==> src/rtl/uart_pkg.sv <==
// Shared UART definitions: receiver FSM states, default frame geometry and
// the 2-of-3 vote helper. Also intended for use by the transmitter.
package uart_pkg;

  localparam int DEF_OVERSAMPLE = 16;
  localparam int DEF_DATA_BITS  = 8;

  typedef enum logic [1:0] {
    ST_IDLE  = 2'd0,
    ST_START = 2'd1,
    ST_DATA  = 2'd2,
    ST_STOP  = 2'd3
  } uart_state_t;

  // 2-of-3 majority used to reject single-sample noise on the line
  function automatic logic majority3(input logic [2:0] s);
    return (s[0] & s[1]) | (s[0] & s[2]) | (s[1] & s[2]);
  endfunction

endpackage

==> src/rtl/uart_receiver_if.sv <==
// Receive-side byte handshake: the receiver (master) offers bytes and error
// pulses, the consumer (slave) answers with data_ready.
interface uart_receiver_if #(
  parameter int DATA_BITS = uart_pkg::DEF_DATA_BITS
);

  logic [DATA_BITS-1:0] data_out;
  logic                 data_valid;
  logic                 data_ready;
  logic                 frame_error;
  logic                 overrun;

  modport master (
    output data_out, data_valid, frame_error, overrun,
    input  data_ready
  );

  modport slave (
    input  data_out, data_valid, frame_error, overrun,
    output data_ready
  );

endinterface

==> src/rtl/uart_rx_sync.sv <==
// Two-flop synchroniser for the asynchronous rx pin. Resets to 1 so a
// reset never looks like a start bit.
module uart_rx_sync (
  input  logic clk,
  input  logic rst_n,
  input  logic d,
  output logic q
);

  logic meta;

  // Double-register the pin into the clk domain
  always_ff @(posedge clk or negedge rst_n) begin
    if (!rst_n) begin
      meta <= 1'b1;
      q    <= 1'b1;
    end else begin
      meta <= d;
      q    <= meta;
    end
  end

endmodule

==> src/rtl/uart_receiver.sv <==
// 8N1-style UART receiver, LSB first, driven by an oversampling tick.
// Each bit is decided at mid-period by a 3-sample majority vote; good bytes
// land in a one-entry valid/ready output register.
module uart_receiver
  import uart_pkg::*;
#(
  parameter int DATA_BITS  = DEF_DATA_BITS,
  parameter int OVERSAMPLE = DEF_OVERSAMPLE
) (
  input  logic            sys_clk,
  input  logic            sys_rst_n,
  input  logic            rx_clk_en,
  input  logic            rx,
  uart_receiver_if.master bus
);

  localparam int TW = $clog2(OVERSAMPLE);
  localparam int BW = $clog2(DATA_BITS);
  localparam logic [TW-1:0] MID      = TW'(OVERSAMPLE / 2);
  localparam logic [BW-1:0] LAST_BIT = BW'(DATA_BITS - 1);

  logic                 rx_s;
  logic [2:0]           v;
  logic [2:0]           v_next;
  logic                 vote;
  uart_state_t          state, state_nxt;
  logic [TW-1:0]        tick_cnt, tick_cnt_nxt, tick_now;
  logic [BW-1:0]        bit_cnt, bit_cnt_nxt;
  logic                 armed, armed_nxt;
  logic [DATA_BITS-1:0] shift_reg, shift_reg_nxt;
  logic                 decision;
  logic                 load;
  logic                 ferr;

  uart_rx_sync u_sync (
    .clk   (sys_clk),
    .rst_n (sys_rst_n),
    .d     (rx),
    .q     (rx_s)
  );

  // The vote includes the sample taken on the current tick
  assign v_next   = {v[1:0], rx_s};
  assign vote     = majority3(v_next);
  assign tick_now = tick_cnt + 1'b1;
  assign decision = (state != ST_IDLE) && (tick_now == MID);

  // Shift the synchronised line into the vote window on every tick
  always_ff @(posedge sys_clk or negedge sys_rst_n) begin
    if (!sys_rst_n) v <= 3'b111;
    else if (rx_clk_en) v <= v_next;
  end

  // FSM and datapath registers
  always_ff @(posedge sys_clk or negedge sys_rst_n) begin
    if (!sys_rst_n) begin
      state     <= ST_IDLE;
      tick_cnt  <= '0;
      bit_cnt   <= '0;
      armed     <= 1'b0;
      shift_reg <= '0;
    end else begin
      state     <= state_nxt;
      tick_cnt  <= tick_cnt_nxt;
      bit_cnt   <= bit_cnt_nxt;
      armed     <= armed_nxt;
      shift_reg <= shift_reg_nxt;
    end
  end

  // Next-state logic; everything advances only on an oversample tick
  always_comb begin
    state_nxt     = state;
    tick_cnt_nxt  = tick_cnt;
    bit_cnt_nxt   = bit_cnt;
    armed_nxt     = armed;
    shift_reg_nxt = shift_reg;
    load          = 1'b0;
    ferr          = 1'b0;
    if (rx_clk_en) begin
      if (state != ST_IDLE) tick_cnt_nxt = tick_now;
      unique case (state)
        ST_IDLE: begin
          if (rx_s) begin
            armed_nxt = 1'b1;
          end else if (armed) begin
            state_nxt    = ST_START;
            tick_cnt_nxt = '0;
          end
        end
        ST_START: begin
          if (decision) begin
            if (vote) begin
              state_nxt = ST_IDLE;
            end else begin
              state_nxt   = ST_DATA;
              bit_cnt_nxt = '0;
            end
          end
        end
        ST_DATA: begin
          if (decision) begin
            shift_reg_nxt = {vote, shift_reg[DATA_BITS-1:1]};
            bit_cnt_nxt   = bit_cnt + 1'b1;
            if (bit_cnt == LAST_BIT) state_nxt = ST_STOP;
          end
        end
        ST_STOP: begin
          if (decision) begin
            if (vote) load = 1'b1;
            else      ferr = 1'b1;
            state_nxt = ST_IDLE;
            armed_nxt = 1'b0;
          end
        end
        default: state_nxt = ST_IDLE;
      endcase
    end
  end

  // One-entry output register with overrun and frame-error pulses
  always_ff @(posedge sys_clk or negedge sys_rst_n) begin
    if (!sys_rst_n) begin
      bus.data_out    <= '0;
      bus.data_valid  <= 1'b0;
      bus.frame_error <= 1'b0;
      bus.overrun     <= 1'b0;
    end else begin
      bus.frame_error <= ferr;
      bus.overrun     <= load & bus.data_valid & ~bus.data_ready;
      if (load) begin
        bus.data_out   <= shift_reg;
        bus.data_valid <= 1'b1;
      end else if (bus.data_valid && bus.data_ready) begin
        bus.data_valid <= 1'b0;
      end
    end
  end

endmodule

==> src/flat_wrapper.sv <==
// flat-port wrapper written by rule: the top's interface ports become plain ports
module uart_receiver_flat import uart_pkg::*;
#(
  parameter int DATA_BITS  = DEF_DATA_BITS,
  parameter int OVERSAMPLE = DEF_OVERSAMPLE
)
  (sys_clk, sys_rst_n, rx_clk_en, rx, bus_data_out, bus_data_valid, bus_frame_error, bus_overrun, bus_data_ready);
  uart_receiver_if #(.DATA_BITS(DATA_BITS)) bus_i ();
  input  logic sys_clk;
  input  logic sys_rst_n;
  input  logic rx_clk_en;
  input  logic rx;
  output wire logic [$bits(bus_i.data_out)-1:0] bus_data_out;
  output wire logic [$bits(bus_i.data_valid)-1:0] bus_data_valid;
  output wire logic [$bits(bus_i.frame_error)-1:0] bus_frame_error;
  output wire logic [$bits(bus_i.overrun)-1:0] bus_overrun;
  input wire logic [$bits(bus_i.data_ready)-1:0] bus_data_ready;
  assign bus_data_out = bus_i.data_out;
  assign bus_data_valid = bus_i.data_valid;
  assign bus_frame_error = bus_i.frame_error;
  assign bus_overrun = bus_i.overrun;
  assign bus_i.data_ready = bus_data_ready;
  uart_receiver #(.DATA_BITS(DATA_BITS), .OVERSAMPLE(OVERSAMPLE)) u_core (.sys_clk(sys_clk), .sys_rst_n(sys_rst_n), .rx_clk_en(rx_clk_en), .rx(rx), .bus(bus_i));
endmodule
==> config.mk <==
export PLATFORM = sky130hd
export DESIGN_NAME = uart_receiver_flat
export DESIGN_NICKNAME = d
export VERILOG_FILES = /design/src/rtl/uart_pkg.sv /design/src/rtl/uart_receiver_if.sv /design/src/rtl/uart_rx_sync.sv /design/src/rtl/uart_receiver.sv /design/src/flat_wrapper.sv
export SDC_FILE = /design/constraint.sdc
export NUM_CORES = 1
export LEC_CHECK = 0
export CAP_MARGIN = 20
export CORE_MARGIN = 4
export CORE_UTILIZATION = 30
export CTS_CLUSTER_DIAMETER = 50
export DETAILED_ROUTE_END_ITERATION = 8
export PLACE_DENSITY_LB_ADDON = 0.08
export SLEW_MARGIN = 0
export SYNTH_ARGS = -nofsm -noshare
export SYNTH_HDL_FRONTEND = slang
export SYNTH_SLANG_ARGS = --single-unit
==> constraint.sdc <==
create_clock -name sys_clk -period 2.2 [get_ports sys_clk]
set_input_delay 0.33 -clock sys_clk [delete_from_list [all_inputs] [get_ports sys_clk]]
set_output_delay 0.33 -clock sys_clk [all_outputs]
set_load 0.05 [all_outputs]
==> impl_metrics.py <==
metrics = {
    "cts": {
        "root_buffer": "clkbuf_8",
        "cts_buffer_depth": 2,
        "cts_sinks": 33,
        "cts_resized": 0,
        "cts_buffers": 5,
        "clk_pin_slew_ns": 0.07,
        "tritoncts": "done",
        "holdBufCountCts": 0,
        "clk_latency_ns": 0.28,
        "cts_max_level": 2,
    },
    "worst_hold_path": {
        "hold-path-cell-count": 0,
        "hp-start": "u_core.u_sync.meta$_DFF_PN1_",
        "hold_path.class": "reg2reg",
        "min_to": "u_core.u_sync.q$_DFF_PN1_",
    },
    "yosys": {
        "ys_seq_elements": 33,
        "ys.flop_type": "dfrtp_1",
        "syn_inst": 114,
        "syn-num-nets": 123,
        "yosys_warnings": 0,
        "avgSynthCellArea_um2": 13.1,
        "ys_types": 36,
        "synth_edf_count": 0,
        "synth_async_sr_flop_share": 1.00,
        "mappedNetlistArea_um2": 1500,
        "yosysSeqAreaShare": 0.556,
    },
    "run": {
        "maxCapViolCount": 0,
    },
    "pwr": {
        "p_int_mw": 1.16,
        "max-vdd-ir-drop_mv": 0.325,
        "seqPwrFrac": 0.454,
        "switching_share": 0.285,
        "p_leak_nw": 0.924,
        "pwr-share-comb": 0.178,
        "power_density_nw_per_um2": 848,
        "power.switching_mw": 0.462,
        "p_clk_frac": 0.368,
        "power_mw": 1.62,
    },
    "cells_and_area": {
        "diodes": 0,
        "multi_input_area_um2": 638,
        "postLayoutCellArea_um2": 1910,
        "final_common_cell": "dfrtp_1",
        "seqCellArea_um2": 831,
        "utilization": 0.400,
        "syn2layout_area_growth_pct": 28.0,
        "finalNetCount": 152,
        "nFillCells": 459,
        "drive_gt1_frac": 0.313,
        "final_cell_mix": "dfrtp_1, mux2_2, clkdlybuf4s50_1",
    },
    "timing": {
        "drv_slew": 0,
        "slew_headroom": 0.492,
        "tightest_slew_ns": 0.756,
        "rsz0062_at_grt": "false",
        "max_freq_mhz": 478,
        "final-setup-viol-count": 0,
        "finalCritPeriodShare": 0.951,
        "final.setup.worst_slack_ns": 0.108,
        "fin_crit_ns": 2.09,
        "fin_skew_ns": 0.00806,
        "hold_viol": 0,
        "hold_ws_ns": 0.357,
    },
    "placement": {
        "dp_hpwl_um": 2080,
        "gp_congestion": 0.726,
        "dpl-instance-area_um2": 1770,
        "dpl_worst_slack_ns": -0.0101,
        "numPortBuffers": 15,
    },
    "floorplanning": {
        "start_util": 0.312,
        "die_y_um": 78.6,
        "die_width_um": 78.6,
        "core_um2": 4790,
        "fp-row-count": 25,
        "ios": 16,
        "floorplan.die_area_um2": 6180,
    },
    "detailed_routing": {
        "viasPerCell": 4.64,
        "drcViolationCount": 0,
        "vias": 980,
        "ant_nets": 0,
        "first_iter_violations": 36,
        "firstDrtPassIters": 4,
        "wl_um": 2940,
        "drt-wirelength-per-cell_um": 13.9,
    },
    "worst_setup_path": {
        "crit_fanout": 9,
        "critical_path_required_ns": 2.37,
        "crit_type": "reg2reg",
        "worstReg2RegStart": "u_core.tick_cnt[0]$_DFFE_PN0P_",
        "r2r_cells": 5,
        "worstPathArrival_ns": 2.26,
        "crit_chain": "ha_1 > or4_4 > a21oi_4 > buf_12 > mux2_2",
        "r2r_slack_ns": 0.11,
        "critPathCaptureType": "flop",
        "cp_slowest_stage_delay_ns": 0.58,
        "cp_slowest_cell": "or4_4",
        "worstReg2RegEnd": "u_core.bus.data_out[7]$_DFFE_PN0P_",
        "start_kind": "flop",
    },
    "grt": {
        "grt_pass1_wl_um": 5280,
        "grtUsageTotal": 0.109,
        "grt_start_max_net_pins": 34,
        "grt_pass1_vias": 1094,
        "grt-ovfl-total": 0,
        "antenna_found_initial": 0,
    },
    "outcome": {
        "status": "finished clean",
    },
}
## cell families after synthesis
kind of cell | synth area share
DFF | 0.556
and+or+nand+nor | 0.111
AOI/OAI and AO/OA | 0.121
muxes | 0.143
buffers and inverters | 0.0176
adders and majority gates | 0.0402
xor gates and xnor gates | 0.0117
## cells in the mapped netlist, types with 2 or more instances
| cell | instances | area share |
|---|---|---|
| dfrtp_1 | 29 | 0.49 |
| and3_1 | 2 | 0.0084 |
| nor2b_1 | 2 | 0.0084 |
| inv_1 | 3 | 0.0075 |
| a21o_1 | 2 | 0.010 |
| nor2_1 | 2 | 0.0050 |
| a22oi_1 | 3 | 0.015 |
| nand3_1 | 6 | 0.020 |
| mux2_2 | 18 | 0.14 |
| nand2_1 | 7 | 0.018 |
| ha_1 | 4 | 0.033 |
| o21ai_0 | 8 | 0.027 |
| and3b_1 | 2 | 0.012 |
| dfstp_2 | 4 | 0.070 |
## how the worst max path moves through the flow
stage	slack [ns]	startpoint	depth (start not counted)	endpoint
floorplan	0.22	u_core.tick_cnt[0]$_DFFE_PN0P_	4	u_core.bus.data_out[1]$_DFFE_PN0P_
global placement	0.01	rx_clk_en	5	u_core.bus.data_out[1]$_DFFE_PN0P_
detailed placement	-0.01	rx_clk_en	5	u_core.bus.data_out[7]$_DFFE_PN0P_
CTS	0.06	u_core.tick_cnt[0]$_DFFE_PN0P_	4	u_core.bus.data_out[7]$_DFFE_PN0P_
global route	0.02	u_core.tick_cnt[0]$_DFFE_PN0P_	5	u_core.shift_reg[6]$_DFFE_PN0P_
finish	0.11	u_core.tick_cnt[0]$_DFFE_PN0P_	5	u_core.bus.data_out[7]$_DFFE_PN0P_
## power groups by stage
stage | clock network (mW) | logic, mW | registers, mW
6_report | 0.598 | 0.288 | 0.737
5_1_grt | 0.656 | 0.328 | 0.746
4_1_cts | 0.622 | 0.292 | 0.738
3_5_place_dp | 0 | 0.291 | 0.749
3_3_place_gp | 0 | 0.286 | 0.745
2_1_floorplan | 0 | 0.210 | 0.729
## critical path: cells and delay by family (launching register included)
kind                       cells  cell delay, ns
and+or+nand+nor                1            0.58
buffers and inverters          1            0.14
AOI/OAI and AO/OA              1            0.19
muxes                          1            0.33
DFF                            1            0.45
adders and majority gates      1            0.30
## metal layers
metal  wire length (um)  share of wire  vias to the layer above  global-route usage
met1               1310           0.45                      482               0.135
met3                136          0.046                        2              0.0378
met4                 15         0.0051                        0              0.0455
met5                  0              0                        -                   0
li1                   -              -                      479                   -
met2               1480           0.50                       17               0.173
## final cells by class
| type | count | area share |
|---|---|---|
| repair buffers | 24 | 0.120 |
| flip-flops and latches | 33 | 0.434 |
| inverters | 3 | 0.00588 |
| clock inverters | 2 | 0.0196 |
| multi-input cells | 76 | 0.333 |
| clock buffers | 6 | 0.0431 |
| well taps | 67 | 0.0438 |
## through the flow
step	instances	TNS, ns
global route	211	0
global placement	202	0
floorplan	114	0
CTS	210	0
finish	211	0
detailed placement	202	-0.0372
## repair_timing
item,CTS,global route
endpoints found under the hold margin,0,0
buffers inserted,0,1
setup endpoints to repair,0,2
(Power assumes the default switching activity.)
